### config.mk
export PLATFORM = sky130hd
export DESIGN_NAME = instr_encoder_loader_flat
export DESIGN_NICKNAME = d
export VERILOG_FILES = /design/src/rtl/instr_encoder_loader_if.sv /design/src/rtl/instr_encoder_loader.sv /design/src/flat_wrapper.sv
export SDC_FILE = /design/constraint.sdc
export NUM_CORES = 1
export LEC_CHECK = 0
export ABC_AREA = 1
export ABC_CLOCK_PERIOD_IN_PS = 5900
export BUFFER_PORTS_ARGS = -buffer_cell sky130_fd_sc_hd__buf_4
export CORE_ASPECT_RATIO = 1.1
export CORE_MARGIN = 2
export CORE_UTILIZATION = 60
export DETAILED_ROUTE_END_ITERATION = 16
export GPL_TIMING_DRIVEN = 1
export PLACE_DENSITY_LB_ADDON = 0.25
export SYNTH_ARGS = -nofsm -noshare
export SYNTH_HDL_FRONTEND = slang
export SYNTH_SLANG_ARGS = --single-unit
### constraint.sdc
create_clock -name clk -period 5.9 [get_ports clk]
set_clock_uncertainty 0.1 [all_clocks]
set_input_delay 0.295 -clock clk [delete_from_list [all_inputs] [get_ports clk]]
set_output_delay 0.295 -clock clk [all_outputs]
set_load 0.03 [all_outputs]
### src/rtl/instr_encoder_loader_if.sv
// Handshake bundle between the program-loader front end, the encoder and imem.
// The master side supplies instruction fields and the imem ready flag; the
// slave side (the encoder) returns in_ready and drives the imem write port.
interface instr_encoder_loader_if #(
    parameter int ADDR_W = 8
);
    // Field-set handshake from the loader front end.
    logic              in_valid;
    logic              in_ready;
    logic [2:0]        alu_op;
    logic [1:0]        write_addr;
    logic [1:0]        read_addr2;
    logic              immediate_select;
    logic [7:0]        immediate;

    // Instruction memory write port.
    logic              imem_we;
    logic [ADDR_W-1:0] imem_addr;
    logic [15:0]       imem_wdata;
    logic              imem_ready;

    modport master (
        output in_valid, alu_op, write_addr, read_addr2, immediate_select,
               immediate, imem_ready,
        input  in_ready, imem_we, imem_addr, imem_wdata
    );

    modport slave (
        input  in_valid, alu_op, write_addr, read_addr2, immediate_select,
               immediate, imem_ready,
        output in_ready, imem_we, imem_addr, imem_wdata
    );
endinterface

### src/rtl/instr_encoder_loader.sv
// Packs instruction fields into the 16-bit CPU instruction word, buffers them
// in a small FIFO and streams them into imem at consecutive addresses starting
// from 0. Once every imem location has been written, the write port stops
// until start or reset.
module instr_encoder_loader #(
    parameter int FIFO_DEPTH = 4,
    parameter int ADDR_W     = 8
) (
    input  logic                  clk,
    input  logic                  rst_n,
    input  logic                  start,
    instr_encoder_loader_if.slave bus,
    output logic [ADDR_W:0]       words_written,
    output logic                  mem_full
);
    localparam int PTR_W = $clog2(FIFO_DEPTH);

    logic [15:0]       fifo_mem [FIFO_DEPTH];
    logic [PTR_W-1:0]  rd_ptr;
    logic [PTR_W-1:0]  wr_ptr;
    logic [PTR_W:0]    fifo_count;
    logic [ADDR_W-1:0] wr_addr;
    logic              fifo_empty;
    logic              fifo_full;
    logic              push;
    logic              pop;
    logic [15:0]       enc_word;

    // Canonical encoding: the immediate byte is forced to zero in register form.
    assign enc_word = {bus.alu_op, bus.write_addr, bus.read_addr2, bus.immediate_select,
                       bus.immediate_select ? bus.immediate : 8'h00};

    // FIFO_DEPTH is a power of two, so the count's MSB alone marks "full".
    assign fifo_empty = (fifo_count == '0);
    assign fifo_full  = fifo_count[PTR_W];

    // in_ready deliberately ignores a same-cycle pop: a full FIFO refuses a push.
    assign bus.in_ready   = rst_n && !fifo_full && !mem_full && !start;
    assign bus.imem_we    = !fifo_empty && !mem_full;
    assign bus.imem_wdata = fifo_empty ? 16'h0000 : fifo_mem[rd_ptr];
    assign bus.imem_addr  = wr_addr;

    assign push = bus.in_valid && bus.in_ready;
    assign pop  = bus.imem_we && bus.imem_ready;

    // Capture the encoded word into the FIFO slot at the write pointer.
    // NOTE: the storage array has no reset; fifo_count alone says which
    // entries are valid, and imem_wdata is masked to 0 while the FIFO is empty.
    always_ff @(posedge clk) begin
        if (push) begin
            fifo_mem[wr_ptr] <= enc_word;
        end
    end

    // Pointer, occupancy, address and fill tracking; start outranks push/pop.
    // NOTE: non-blocking assignments so every register samples pre-edge values.
    always_ff @(posedge clk or negedge rst_n) begin
        if (!rst_n) begin
            rd_ptr        <= '0;
            wr_ptr        <= '0;
            fifo_count    <= '0;
            wr_addr       <= '0;
            words_written <= '0;
            mem_full      <= 1'b0;
        end else if (start) begin
            rd_ptr        <= '0;
            wr_ptr        <= '0;
            fifo_count    <= '0;
            wr_addr       <= '0;
            words_written <= '0;
            mem_full      <= 1'b0;
        end else begin
            if (push) begin
                wr_ptr <= wr_ptr + PTR_W'(1);
            end
            if (pop) begin
                rd_ptr        <= rd_ptr + PTR_W'(1);
                wr_addr       <= wr_addr + ADDR_W'(1);
                words_written <= words_written + (ADDR_W + 1)'(1);
                // The address tracks words_written, so committing the top
                // location is the commit that fills imem; the address wraps to 0.
                if (&wr_addr) begin
                    mem_full <= 1'b1;
                end
            end
            if (push && !pop) begin
                fifo_count <= fifo_count + (PTR_W + 1)'(1);
            end else if (pop && !push) begin
                fifo_count <= fifo_count - (PTR_W + 1)'(1);
            end
        end
    end
endmodule

### src/flat_wrapper.sv
// flat-port wrapper written by rule: the top's interface ports become plain ports
module instr_encoder_loader_flat 
#(
    parameter int FIFO_DEPTH = 4,
    parameter int ADDR_W     = 8
)
  (clk, rst_n, start, words_written, mem_full, bus_in_valid, bus_alu_op, bus_write_addr, bus_read_addr2, bus_immediate_select, bus_immediate, bus_imem_ready, bus_in_ready, bus_imem_we, bus_imem_addr, bus_imem_wdata);
  instr_encoder_loader_if #(.ADDR_W(ADDR_W)) bus_i ();
  input  logic clk;
  input  logic rst_n;
  input  logic start;
  output logic [ADDR_W:0] words_written;
  output logic mem_full;
  input wire logic [$bits(bus_i.in_valid)-1:0] bus_in_valid;
  input wire logic [$bits(bus_i.alu_op)-1:0] bus_alu_op;
  input wire logic [$bits(bus_i.write_addr)-1:0] bus_write_addr;
  input wire logic [$bits(bus_i.read_addr2)-1:0] bus_read_addr2;
  input wire logic [$bits(bus_i.immediate_select)-1:0] bus_immediate_select;
  input wire logic [$bits(bus_i.immediate)-1:0] bus_immediate;
  input wire logic [$bits(bus_i.imem_ready)-1:0] bus_imem_ready;
  output wire logic [$bits(bus_i.in_ready)-1:0] bus_in_ready;
  output wire logic [$bits(bus_i.imem_we)-1:0] bus_imem_we;
  output wire logic [$bits(bus_i.imem_addr)-1:0] bus_imem_addr;
  output wire logic [$bits(bus_i.imem_wdata)-1:0] bus_imem_wdata;
  assign bus_i.in_valid = bus_in_valid;
  assign bus_i.alu_op = bus_alu_op;
  assign bus_i.write_addr = bus_write_addr;
  assign bus_i.read_addr2 = bus_read_addr2;
  assign bus_i.immediate_select = bus_immediate_select;
  assign bus_i.immediate = bus_immediate;
  assign bus_i.imem_ready = bus_imem_ready;
  assign bus_in_ready = bus_i.in_ready;
  assign bus_imem_we = bus_i.imem_we;
  assign bus_imem_addr = bus_i.imem_addr;
  assign bus_imem_wdata = bus_i.imem_wdata;
  instr_encoder_loader #(.FIFO_DEPTH(FIFO_DEPTH), .ADDR_W(ADDR_W)) u_core (.clk(clk), .rst_n(rst_n), .start(start), .bus(bus_i), .words_written(words_written), .mem_full(mem_full));
endmodule
==> flow_summary_export.csv, run 1 <==
group,metric,value,unit
routing,drc,0,
timing,hold_viol_final,0,
routing,wirelength,7.90,mm
worst_setup_path,critical_path_buf_inv_count,2,
global_routing,met1_usage,0.297,
worst_setup_path,critPathArrivalTime,2870,ps
synthesis,syn_area_per_cell,10.1,um^2
place,dp.cells,528,
worst_setup_path,cp_cell_sequence,"inv_1, o21ai_0, a21oi_1, buf_4",
global_routing,grt-ovfl-total,0,
floorplanning,placementRows,31,
hold_path,hold_end,"u_core.fifo_mem[0][12]$_DFFE_PP_",
cells_and_area,fin_cells,545,
worst_setup_path,crit_path_end_kind,"output pin",
clocking,root_buffer,"clkbuf_8",
run,drv_cap,0,
power,peakVddDrop,0.260,mV
global_routing,grt_max_degree,36,
routing,via_per_inst,5.41,
run_status,outcome,"finished, final reports clean",
global_routing,grt_busiest_layer,"met2",
timing,fin_tns_setup,0,ps
synthesis,syn_area,4060,um^2
worst_setup_path,r2r_end,"u_core.rd_ptr[1]$_DFFE_PN0P_",
floorplanning,fp.dieW,82.5,um
clocking,cts_setup_buffers,0,
clocking,cts_buffers,9,
global_routing,grt_use_met3,0.0700,
routing,firstDrtPassIters,5,
global_routing,grt_pass1_wl,12.7,mm
floorplanning,ioPinCount,57,
power,powerDensity,408,nW/um^2
routing,wl_per_cell,14.5,um
cells_and_area,drive_gt1_frac,0.190,
cells_and_area,layout_commonest_cell,"nor2_1",
place,gp_congestion,0.806,
cells_and_area,final_nets,486,
worst_setup_path,worstPathRequired,5510,ps
global_routing,grt_pass1_vias,2728,
routing,vias,2949,
global_routing,antenna_found_initial,0,
worst_setup_path,criticalPathCategory,"register to output pin",
worst_setup_path,crit_family,"flip-flops",
timing,finalMaxSlewViolations,0,
synthesis,syn-num-nets,430,
worst_setup_path,worstRegToRegCells,4,
place,hpwl,5.07,mm
timing,finalCritPeriodShare,0.553,
worst_setup_path,slowest_stage,"dfrtp_1",
floorplanning,dieHeight,90.3,um
power,p_leak,2.02,nW
clocking,path_clk_slew,90,ps
global_routing,grt.total_usage,0.230,
synthesis,ys_warn_count,0,
clocking,cts.htree.levels,3,
worst_setup_path,worstPathMaxFanout,35,
synthesis,yosysUniqueCellTypes,33,
floorplanning,fp.coreArea,6560,um^2
worst_setup_path,worstSetupStartpointType,"register",
worst_setup_path,r2r-start,"u_core.rd_ptr[0]$_DFFE_PN0P_",
timing,rsz0062_at_grt,"false",
floorplanning,initial_core_util,0.620,
cells_and_area,syn_to_final_growth,16.5,%
timing,finalSetupViolCount,0,
synthesis,synthCells,402,
timing,period_needed,3260,ps
global_routing,met2_usage,0.363,
worst_setup_path,reg2reg_setup_slack,3380,ps
power,p_total,1.93,mW
hold_path,hp-class,"input pin to register",
hold_path,min_path_cells,1,
routing,drt_first_iter_violations,297,
cells_and_area,final_cell_mix,"nor2_1 (81), edfxtp_1 (64), buf_4 (60), nand2_1 (52), inv_1 (41)",
place,port_buffers,56,
clocking,clk_latency,350,ps
cells_and_area,final_util,0.722,
timing,slew_headroom,0.282,
cells_and_area,num_antenna_cells,0,
floorplanning,die-area,7450,um^2
timing,fmax,0.306,GHz
worst_setup_path,startpoint,"u_core.rd_ptr[0]$_DFFE_PN0P_",
hold_path,hold_start,"bus_write_addr[1]",
synthesis,ys_ff_latch,89,
clocking,cts_buffer_depth,2,
timing,worstMarginPinSlew,1080,ps
clocking,cts_sinks,89,
routing,final_antenna_net_count,0,
clocking,cts_tree,"yes",
synthesis,synth_seq_area_share,0.627,
worst_setup_path,crit_path_max_incr_delay,1060,ps
layout make-up:
class | instances | area [um^2]
inverters | 44 | 170
multi-input cells | 253 | 1250
fillers | 483 | 1820
clock inverters | 7 | 76.3
flip-flops and latches | 89 | 2550
well taps | 82 | 103
repair buffers | 61 | 460
clock buffers | 9 | 124
routing by layer:
metal	part of all wire	vias up
met5	0	-
met2	0.51	88
met4	0.012	0
li1	-	1451
met1	0.42	1401
met3	0.054	9
report_power, final:
group	internal [mW]	switching, mW
combinational	0.245	0.495
sequential	0.711	0.0671
clock	0.198	0.214
metrics by stage:
stage          instance area (um^2)  hold slack (ps)  setup slack [ps]
5_1_grt                        4730             10.4              2420
3_5_place_dp                   4520              120              3030
6_report                       4730             32.0              2640
3_3_place_gp                   4520              122              3200
2_1_floorplan                  4060             -101              3850
4_1_cts                        4730             19.9              2610
Yosys cell counts, drive strengths merged:
cell | number | area, um^2
a21oi | 19 | 103
a31oi | 1 | 6.26
buf | 13 | 78.8
clkbuf | 3 | 13.8
clkinv | 1 | 8.76
dfrtp | 25 | 626
edfxtp | 64 | 1920
fa | 1 | 20.0
ha | 6 | 75.1
inv | 43 | 161
nand2 | 55 | 224
nand3 | 17 | 110
nand3b | 1 | 7.51
nand4 | 9 | 56.3
nor2 | 83 | 322
nor3 | 7 | 35.0
nor4 | 1 | 6.26
o21ai | 46 | 230
o31ai | 2 | 15.0
xnor2 | 1 | 8.76
xor2 | 4 | 35.0
worst max-delay path by stage:
stage / end / depth (start not counted) / slack [ps]
after floorplan: u_core.fifo_mem[0][0]$_DFFE_PP_ / 3 / 3850
after global placement: bus_imem_wdata[8] / 4 / 3200
after detailed placement: bus_imem_wdata[7] / 4 / 3030
after CTS: bus_imem_wdata[10] / 4 / 2610
after global routing: bus_imem_wdata[9] / 4 / 2420
final: bus_imem_wdata[10] / 4 / 2640
what timing repair did:
| action | CTS | global route |
|---|---|---|
| hold buffers | 1 | 0 |
| setup endpoints to repair | 0 | 0 |
| gates resized for setup | 0 | 0 |
| endpoints found under the hold margin | 25 | 0 |
flip-flops by register name, indices dropped and copies added, names as in the netlist:
signal,flops
u_core.bus.imem_addr,8
u_core.fifo_count,3
u_core.fifo_mem,64
u_core.mem_full,1
u_core.rd_ptr,2
u_core.words_written,9
u_core.wr_ptr,2
cell families (layout without fill, tap and decap cells):
logic type	count (synthesis)	after routing	share of synthesized area
and+or+nand+nor	173	173	0.187
DFF	89	89	0.627
AOI/OAI and AO/OA	68	68	0.0871
buffers and inverters	60	121	0.0647
adders and majority gates	7	7	0.0234
xor gates and xnor gates	5	5	0.0108
No activity file was read; power rests on OpenSTA's default activity.
==> run 2, diff against run 1 <==
ABC_CLOCK_PERIOD_IN_PS = 2800   (was 5900)
CORE_UTILIZATION = 51   (was 60)
clock period = 2.8 ns   (was 5.9 ns; I/O delays follow)
==> run 2 against run 1 <==
Clock-buffer cell count increased by 1. Sequential cell count unchanged. Global-route usage is 2.5 points lower. Die area is 17% higher. Combinational power is 130% higher. Sequential power up 100%. First-iteration DRC count shrank 33%. Critical path type is now input pin to register. Largest power group is now combinational cells.
==> flow_summary_export.csv, run 2 (synthesis results as in run 1) <==
group,metric,value,unit
run_status,outcome,"finished, final reports clean",
hold_path,hp-class,"input pin to register",
floorplanning,ioPinCount,57,
routing,via_per_inst,5.12,
power,powerDensity,839,nW/um^2
global_routing,grt_use_met3,0.0416,
place,place_ws,798,ps
global_routing,met2_usage,0.346,
cells_and_area,num_antenna_cells,0,
timing,finalSetupViolCount,0,
run,drv_cap,0,
power,p_comb_frac,0.406,
timing,slew_headroom,0.595,
floorplanning,fp.coreArea,7830,um^2
floorplanning,initial_core_util,0.519,
timing,finalMaxSlewViolations,0,
timing,fin_tns_setup,0,ps
cells_and_area,fillers,684,
cells_and_area,top_register,"u_core.fifo_mem",
power,p_switching,1.65,mW
timing,hold_viol_final,0,
floorplanning,dieHeight,97.6,um
cells_and_area,final_area,4900,um^2
cells_and_area,final_nets,501,
global_routing,grt_max_degree,33,
timing,finalCritPeriodShare,0.765,
clocking,path_clk_slew,90,ps
timing,fmax,0.467,GHz
power,peakVddDrop,0.431,mV
clocking,clk_latency,360,ps
power,switching_share,0.402,
power,internal_power,2.46,mW
power,sequentialPowerShare,0.382,
routing,final_antenna_net_count,0,
clocking,cts_resized,0,
global_routing,grt-ovfl-total,0,
worst_setup_path,worstPathMaxFanout,26,
routing,firstDrtPassIters,7,
clocking,cts_sinks,89,
cells_and_area,drive_gt1_frac,0.188,
place,hpwl,5.34,mm
power,p_leak,2.08,nW
cells_and_area,fin_cells,586,
clocking,cts_buffer_depth,2,
worst_setup_path,critPathArrivalTime,2290,ps
timing,worstMarginPinSlew,607,ps
cells_and_area,layout_commonest_cell,"nor2_1",
place,dp.cells,557,
routing,wirelength,8.38,mm
global_routing,met1_usage,0.250,
place,post_dp_cell_area,4580,um^2
floorplanning,fp.dieW,89.1,um
place,gp_congestion,0.846,
cells_and_area,largest_register_ffs,64,
global_routing,grt_busiest_layer,"met2",
floorplanning,die-area,8700,um^2
routing,drc,0,
global_routing,grt.total_usage,0.205,
routing,wl_per_cell,14.3,um
cells_and_area,regArea,2550,um^2
cells_and_area,syn_to_final_growth,20.7,%
clocking,cts_tree,"yes",
cells_and_area,multi_input_area,1250,um^2
worst_setup_path,worstSetupStartpointType,"input pin",
global_routing,antenna_found_initial,0,
worst_setup_path,worstPathRequired,2950,ps
timing,period_needed,2140,ps
place,port_buffers,56,
clocking,cts_buffers,9,
worst_setup_path,crit_path_end_kind,"register",
routing,vias,2999,
clocking,root_buffer,"clkbuf_8",
clocking,cts_setup_buffers,0,
timing,finalWorstSetupSlack,658,ps
power,p_clk_frac,0.213,
timing,rsz0062_at_grt,"false",
floorplanning,placementRows,34,
global_routing,grt_pass1_vias,2973,
cells_and_area,final_cell_mix,"nor2_1 (81), edfxtp_1 (64), buf_4 (63), nand2_1 (52), inv_1 (41)",
clocking,cts.htree.levels,3,
global_routing,grt_pass1_wl,13.5,mm
routing,drt_first_iter_violations,199,
worst_setup_path,criticalPathCategory,"input pin to register",
## run 2: timing repair
action	in CTS	in global routing
hold buffers	13	0
setup endpoints to repair	0	0
hold endpoints to repair	70	0
## run 2: path summary, 6_finish.rpt
check,start,to,slack [ps],cells past startpoint
max in group asynchronous,rst_n,u_core.wr_ptr[1]$_DFFE_PN0P_,2220,2
min in group asynchronous,rst_n,u_core.words_written[8]$_DFFE_PN0P_,120,2
min reg2reg,u_core.fifo_count[0]$_DFFE_PN0P_,u_core.fifo_count[0]$_DFFE_PN0P_,400,2
max,rst_n,u_core.fifo_count[2]$_DFFE_PN0P_,660,14
min,bus_immediate[6],u_core.fifo_mem[0][6]$_DFFE_PP_,6,3
max reg2reg,u_core.mem_full$_DFFE_PN0P_,u_core.fifo_count[2]$_DFFE_PN0P_,840,10
## run 2: cell type report
cell class              instances  share of cell area
clock inverters                 6              0.0138
well taps                     108              0.0276
inverters                      44              0.0347
repair buffers                 76               0.123
flip-flops and latches         89               0.519
clock buffers                  10              0.0260
multi-input cells             253               0.256
## run 2: per-layer routing
layer / share of wire / vias up
met4: 0.015 / 0
met5: 0 / -
met1: 0.42 / 1439
li1: - / 1484
met2: 0.52 / 62
met3: 0.037 / 14
## run 2: per-stage QoR
step                      utilization  hold slack (ps)  total power, mW
after global routing            0.627             17.9             4.36
final                           0.627             5.79             4.12
after floorplan                     -             -256             2.73
after global placement          0.585            -33.1             3.24
after detailed placement        0.585            -29.2             3.27
after CTS                       0.627             8.03             4.15
## run 2: power by group through the flow
stage	clock network, mW	logic (mW)	registers (mW)
global placement	0	1.64	1.59
floorplan	0	1.08	1.64
detailed placement	0	1.67	1.60
CTS	0.891	1.69	1.57
global route	0.941	1.84	1.58
finish	0.875	1.67	1.57
## run 2: worst max-delay path, cell delays in order
cell and delay (ps):
dlygate4sd3_1 520, buf_4 320, inv_1 80, nor2_1 200, nand3_4 160, clkinv_4 90
nand2_4 50, inv_1 70, fa_1 170, xor2_1 180, nand3b_1 130, nand2_1 60
nand2_1 60, nand2_1 50
